==> config.mk <==
export PLATFORM = sky130hd
export DESIGN_NAME = seq_addsub
export DESIGN_NICKNAME = d
export VERILOG_FILES = /design/src/rtl/seq_addsub_pkg.sv /design/src/rtl/seq_addsub_chunk_adder.sv /design/src/rtl/seq_addsub.sv
export SDC_FILE = /design/constraint.sdc
export NUM_CORES = 1
export LEC_CHECK = 0
export ABC_AREA = 1
export BUFFER_PORTS_ARGS = -buffer_cell sky130_fd_sc_hd__buf_2
export CAP_MARGIN = 20
export CORE_ASPECT_RATIO = 0.8
export CORE_MARGIN = 8
export CORE_UTILIZATION = 56
export CTS_CLUSTER_DIAMETER = 60
export CTS_CLUSTER_SIZE = 28
export DETAILED_ROUTE_END_ITERATION = 10
export HOLD_SLACK_MARGIN = 0.06
export PLACE_DENSITY = 0.81
export SYNTH_ARGS = -nofsm -noshare
export SYNTH_HDL_FRONTEND = slang
export SYNTH_SLANG_ARGS = --single-unit
==> constraint.sdc <==
create_clock -name clock -period 4.25 [get_ports clock]
set_input_delay 0.425 -clock clock [delete_from_list [all_inputs] [get_ports clock]]
set_output_delay 0.425 -clock clock [all_outputs]
set_load 0.02 [all_outputs]
==> src/rtl/seq_addsub_pkg.sv <==
// Shared definitions for the multi-cycle adder/subtractor: FSM encoding and
// chunk-count helpers used to size the datapath.
package seq_addsub_pkg;

    typedef enum logic [1:0] {
        ST_IDLE = 2'd0,
        ST_BUSY = 2'd1,
        ST_DONE = 2'd2
    } state_t;

    function automatic int calc_nchunk(input int width, input int chunk);
        return width / chunk;
    endfunction

    // Chunk index needs at least one bit even when a single chunk covers the word.
    function automatic int calc_idx_w(input int nchunk);
        return (nchunk <= 32'sd1) ? 32'sd1 : $clog2(nchunk);
    endfunction

endpackage

==> src/rtl/seq_addsub_chunk_adder.sv <==
// Combinational CHUNK-bit adder slice with carry in/out; the top reuses one
// instance for every chunk position.
module chunk_adder
    import seq_addsub_pkg::*;
#(
    parameter int CHUNK = 8
) (
    input  logic [CHUNK-1:0] a,
    input  logic [CHUNK-1:0] b,
    input  logic             cin,
    output logic [CHUNK-1:0] sum,
    output logic             cout
);

    assign {cout, sum} = {1'b0, a} + {1'b0, b} + {{CHUNK{1'b0}}, cin};

endmodule

==> src/rtl/seq_addsub.sv <==
// Multi-cycle adder/subtractor: ripples CHUNK bits per clock through a
// registered carry, with valid/ready handshakes on input and output.
module seq_addsub
    import seq_addsub_pkg::*;
#(
    parameter int WIDTH = 32,
    parameter int CHUNK = 8
) (
    input  logic             clock,
    input  logic             reset,
    input  logic             in_valid,
    output logic             in_ready,
    input  logic             op_sub,
    input  logic [WIDTH-1:0] data_operandA,
    input  logic [WIDTH-1:0] data_operandB,
    output logic             out_valid,
    input  logic             out_ready,
    output logic [WIDTH-1:0] data_result,
    output logic             overflow,
    output logic             carry_out,
    output logic             zero
);

    localparam int NCHUNK = calc_nchunk(WIDTH, CHUNK);
    localparam int IDX_W  = calc_idx_w(NCHUNK);
    localparam logic [IDX_W-1:0] LAST_IDX = IDX_W'(NCHUNK - 1);

    if ((WIDTH % CHUNK) != 0) begin : g_param_check
        $fatal(1, "seq_addsub: WIDTH must be a multiple of CHUNK");
    end

    state_t             state_r, state_next_s;
    logic [WIDTH-1:0]   a_r, b_r, res_r, res_next_s;
    logic               carry_r;
    logic [IDX_W-1:0]   idx_r;
    logic               out_valid_r, overflow_r, carry_out_r, zero_r;
    logic               in_ready_s, accept_s, last_s;
    logic [CHUNK-1:0]   a_chunk_s, b_chunk_s, sum_s;
    logic               cout_s;

    chunk_adder #(.CHUNK(CHUNK)) u_chunk_adder (
        .a    (a_chunk_s),
        .b    (b_chunk_s),
        .cin  (carry_r),
        .sum  (sum_s),
        .cout (cout_s)
    );

    // Select the active chunk and splice its sum into the running result.
    always_comb begin
        a_chunk_s  = a_r[int'(idx_r) * CHUNK +: CHUNK];
        b_chunk_s  = b_r[int'(idx_r) * CHUNK +: CHUNK];
        res_next_s = res_r;
        res_next_s[int'(idx_r) * CHUNK +: CHUNK] = sum_s;
        last_s     = (idx_r == LAST_IDX);
    end

    // Next-state and input-ready decode; DONE hands straight to BUSY when a
    // new request arrives together with out_ready.
    always_comb begin
        state_next_s = state_r;
        in_ready_s   = 1'b0;
        case (state_r)
            ST_IDLE: begin
                in_ready_s = 1'b1;
                if (in_valid) state_next_s = ST_BUSY;
                else          state_next_s = ST_IDLE;
            end
            ST_BUSY: begin
                if (last_s) state_next_s = ST_DONE;
                else        state_next_s = ST_BUSY;
            end
            ST_DONE: begin
                in_ready_s = out_ready;
                if (out_ready) state_next_s = in_valid ? ST_BUSY : ST_IDLE;
                else           state_next_s = ST_DONE;
            end
            default: begin
                state_next_s = ST_IDLE;
                in_ready_s   = 1'b0;
            end
        endcase
    end

    assign accept_s = in_valid && in_ready_s;

    // State register and registered output-valid.
    always_ff @(posedge clock) begin
        if (reset) begin
            state_r     <= ST_IDLE;
            out_valid_r <= 1'b0;
        end else begin
            state_r     <= state_next_s;
            out_valid_r <= (state_next_s == ST_DONE);
        end
    end

    // Operand capture, chunk-serial accumulation and final flag evaluation.
    always_ff @(posedge clock) begin
        if (reset) begin
            a_r         <= '0;
            b_r         <= '0;
            res_r       <= '0;
            carry_r     <= 1'b0;
            idx_r       <= '0;
            overflow_r  <= 1'b0;
            carry_out_r <= 1'b0;
            zero_r      <= 1'b0;
        end else if (accept_s) begin
            a_r     <= data_operandA;
            b_r     <= op_sub ? ~data_operandB : data_operandB;
            carry_r <= op_sub;
            idx_r   <= '0;
        end else if (state_r == ST_BUSY) begin
            res_r   <= res_next_s;
            carry_r <= cout_s;
            idx_r   <= idx_r + IDX_W'(1);
            if (last_s) begin
                overflow_r  <= (a_r[WIDTH-1] == b_r[WIDTH-1]) &&
                               (res_next_s[WIDTH-1] != a_r[WIDTH-1]);
                carry_out_r <= cout_s;
                zero_r      <= ~|res_next_s;
            end else begin
                overflow_r  <= overflow_r;
                carry_out_r <= carry_out_r;
                zero_r      <= zero_r;
            end
        end else begin
            res_r <= res_r;
        end
    end

    assign in_ready    = in_ready_s;
    assign out_valid   = out_valid_r;
    assign data_result = res_r;
    assign overflow    = overflow_r;
    assign carry_out   = carry_out_r;
    assign zero        = zero_r;

endmodule

==> flow_summary.ini <==
[detailed_routing]
ant_nets = 0
wl_um = 15490
drtPass1Iterations = 6
drc = 0
via_per_inst = 5.325
dr_total_vias = 5549
routedWlPerCell_um = 14.86
drtIter0Drc = 638

[timing]
finalClockSkew_ns = 0.006082
finalHoldViolCount = 0
finalSetupTns_ns = 0
fmax_ghz = 0.3120
fin_ws_ns = 1.045
period_needed_ns = 3.205
tightestPinTransition_ns = 1.035
drv_slew = 0
rsz0062_at_grt = false
period_share = 0.7541
slew_headroom = 0.3086
finalSetupViolCount = 0

[layout]
diodes = 0
final_common_cell = nand2_1
final_cells = 1042
mostFrequentLayoutCells = nand2_1, dfxtp_1, buf_2, a21oi_1, nor2_1
syn2layout_area_growth_pct = 15.76
layout-drive-gt1-share = 0.1678
fin_nets = 985

[cts]
cts_hold_buf = 0
cts_sinks = 105
cts_buffer_depth = 2
clk-insertion-delay-late_ns = 0.35
postCtsResizedCells = 0
clk_pin_slew_ns = 0.07
cts_tree = done
postCtsSetupRepairBufs = 0
cts_root_buffer = clkbuf_16
ctsHtreeMaxLevel = 3
numCtsBuffers = 9

[setup_path]
setup.worst_path.start_class = flop
reg2reg_to = zero
cp_max_fo = 37
required_ns = 4.53
r2r_slack_ns = 1.04
critical_path_class = reg -> reg
reg2regPathDepth = 16
r2r_start = idx_r[0]
arrival_ns = 3.48
worstSetupEndpointType = flop

[flow_run]
maxCapViolCount = 0

[grt]
antenna_found_initial = 0
grt_util_met1 = 0.3308
grt_max_degree = 68
grt_util_met3 = 0.05434
grt_most_used_layer = met2
grt_util_met2 = 0.3407
grt_pass1_wl_um = 25680
grt_usage = 0.2315
grt_overflow_total = 0
grt_pass1_vias = 5153

[place]
place_ws_ns = 1.204
io_buffers = 105
gp_congestion = 0.9584
hpwlAfterDp_um = 11250
dp.cells = 1025

[synthesis]
syn_nets = 909
synthCells = 825
ys_ff_latch = 105
postSynthAreaPerCell_um2 = 6.735
seq_area_frac_synth = 0.3783
synth_warnings = 0
synth_top_area_frac = 0.3783
synth_top_cell_by_area = dfxtp_1
yosys-top-cells-area = dfxtp_1, nand2_1, a21oi_1, nor2_1, o21ai_0
syn_area_um2 = 5557
ys_types = 28

[floorplan]
start_util = 0.5759
die_h_um = 105.1
design.core.area_um2 = 9649
fp.dieW_um = 127.4
rows = 32
ios = 106
dieArea_um2 = 13390

[power]
ir_drop_v = 0.0002087
power.leakage_nw = 3.126
p_per_area_nw_per_um2 = 392.0

[worst_hold_path]
whs_path_depth = 3
hold_start = data_operandA[31]
min_to = a_r[31]
hold_class = in -> reg

[run_status]
status = finished, final reports clean
critical path, cell delays in order (launching register included):
cell and delay (ns):
dfxtp_1 0.36, inv_2 0.24, o21ai_0 0.24, o22ai_1 0.11
fa_1 0.46, fa_1 0.53, nand2_1 0.11, o21ai_0 0.11
nor2_1 0.17, nand2_1 0.09, nor2_1 0.09, nand2_1 0.07
nor2_1 0.12, nand3_1 0.11, nor2_1 0.11, nand3_1 0.09
a21oi_1 0.13
cells by family after synthesis:
logic type	count (synthesis)	share of synthesized area
AND/OR/NAND/NOR	346	0.2526
flip-flops	105	0.3783
buffers and inverters	134	0.09367
adder cells (fa/ha/maj)	15	0.03648
XOR/XNOR	32	0.05044
AO/OA/AOI/OAI	193	0.1885
final cells by class:
class,instances,area [um2]
clock buffers,9,225.2
clock inverters,7,77.57
fillers,888,3217
inverters,88,330.3
multi-input cells,586,2937
flip-flops and latches,105,2102
well taps,136,170.2
repair buffers,111,590.6
registers in the layout, indices dropped and copies added (netlist names):
signal,flops
zero,1
a_r,32
carry_out,1
b_r,32
idx_r,2
data_result,32
state_r,2
out_valid,1
carry_r,1
overflow,1
power by group:
group	switching [mW]	internal [mW]
combinational	0.382	0.198
sequential	0.0450	1.05
clock	0.379	0.463
worst max path at each step:
| stage | start | endpoint | slack, ns | depth (start not counted) |
|---|---|---|---|---|
| 6_report | idx_r[0] | zero | 1.04 | 16 |
| 3_5_place_dp | idx_r[0] | zero | 1.20 | 18 |
| 2_1_floorplan | idx_r[0] | zero | 1.28 | 18 |
| 3_3_place_gp | idx_r[0] | zero | 1.25 | 18 |
| 5_1_grt | idx_r[0] | zero | 0.81 | 18 |
| 4_1_cts | idx_r[0] | zero | 1.17 | 18 |
through the flow:
stage / util / power (mW) / hold WS [ns] / area (um2)
2_1_floorplan: - / 1.514 / 0.4410 / 5557
6_report: 0.6666 / 2.522 / 0.3175 / 6432
3_3_place_gp: 0.6324 / 1.680 / 0.4520 / 6102
5_1_grt: 0.6666 / 2.647 / 0.3184 / 6432
3_5_place_dp: 0.6324 / 1.684 / 0.4541 / 6102
4_1_cts: 0.6638 / 2.516 / 0.3119 / 6405
synthesized netlist by cell type:
library cell,number
o211ai_1,17
o21ai_0,61
nand3_2,4
nand4_1,12
o22ai_1,18
a21oi_1,86
a21boi_1,1
ha_1,13
dfxtp_1,105
nand2_1,215
buf_2,11
inv_1,78
a21oi_2,1
nand3_1,20
clkbuf_1,30
nor2_1,85
o21a_1,1
clkinv_1,1
inv_2,9
o21ai_1,4
fa_1,2
nand2_2,7
o21bai_1,2
buf_1,4
nor2_2,3
xor2_1,32
buf_4,1
a31oi_1,2
routing by layer:
metal,wire (um),vias to the layer above
met5,0,-
met4,231,0
li1,-,2805
met3,1350,25
met2,6555,234
met1,7349,2485
(Power assumes the default switching activity.)
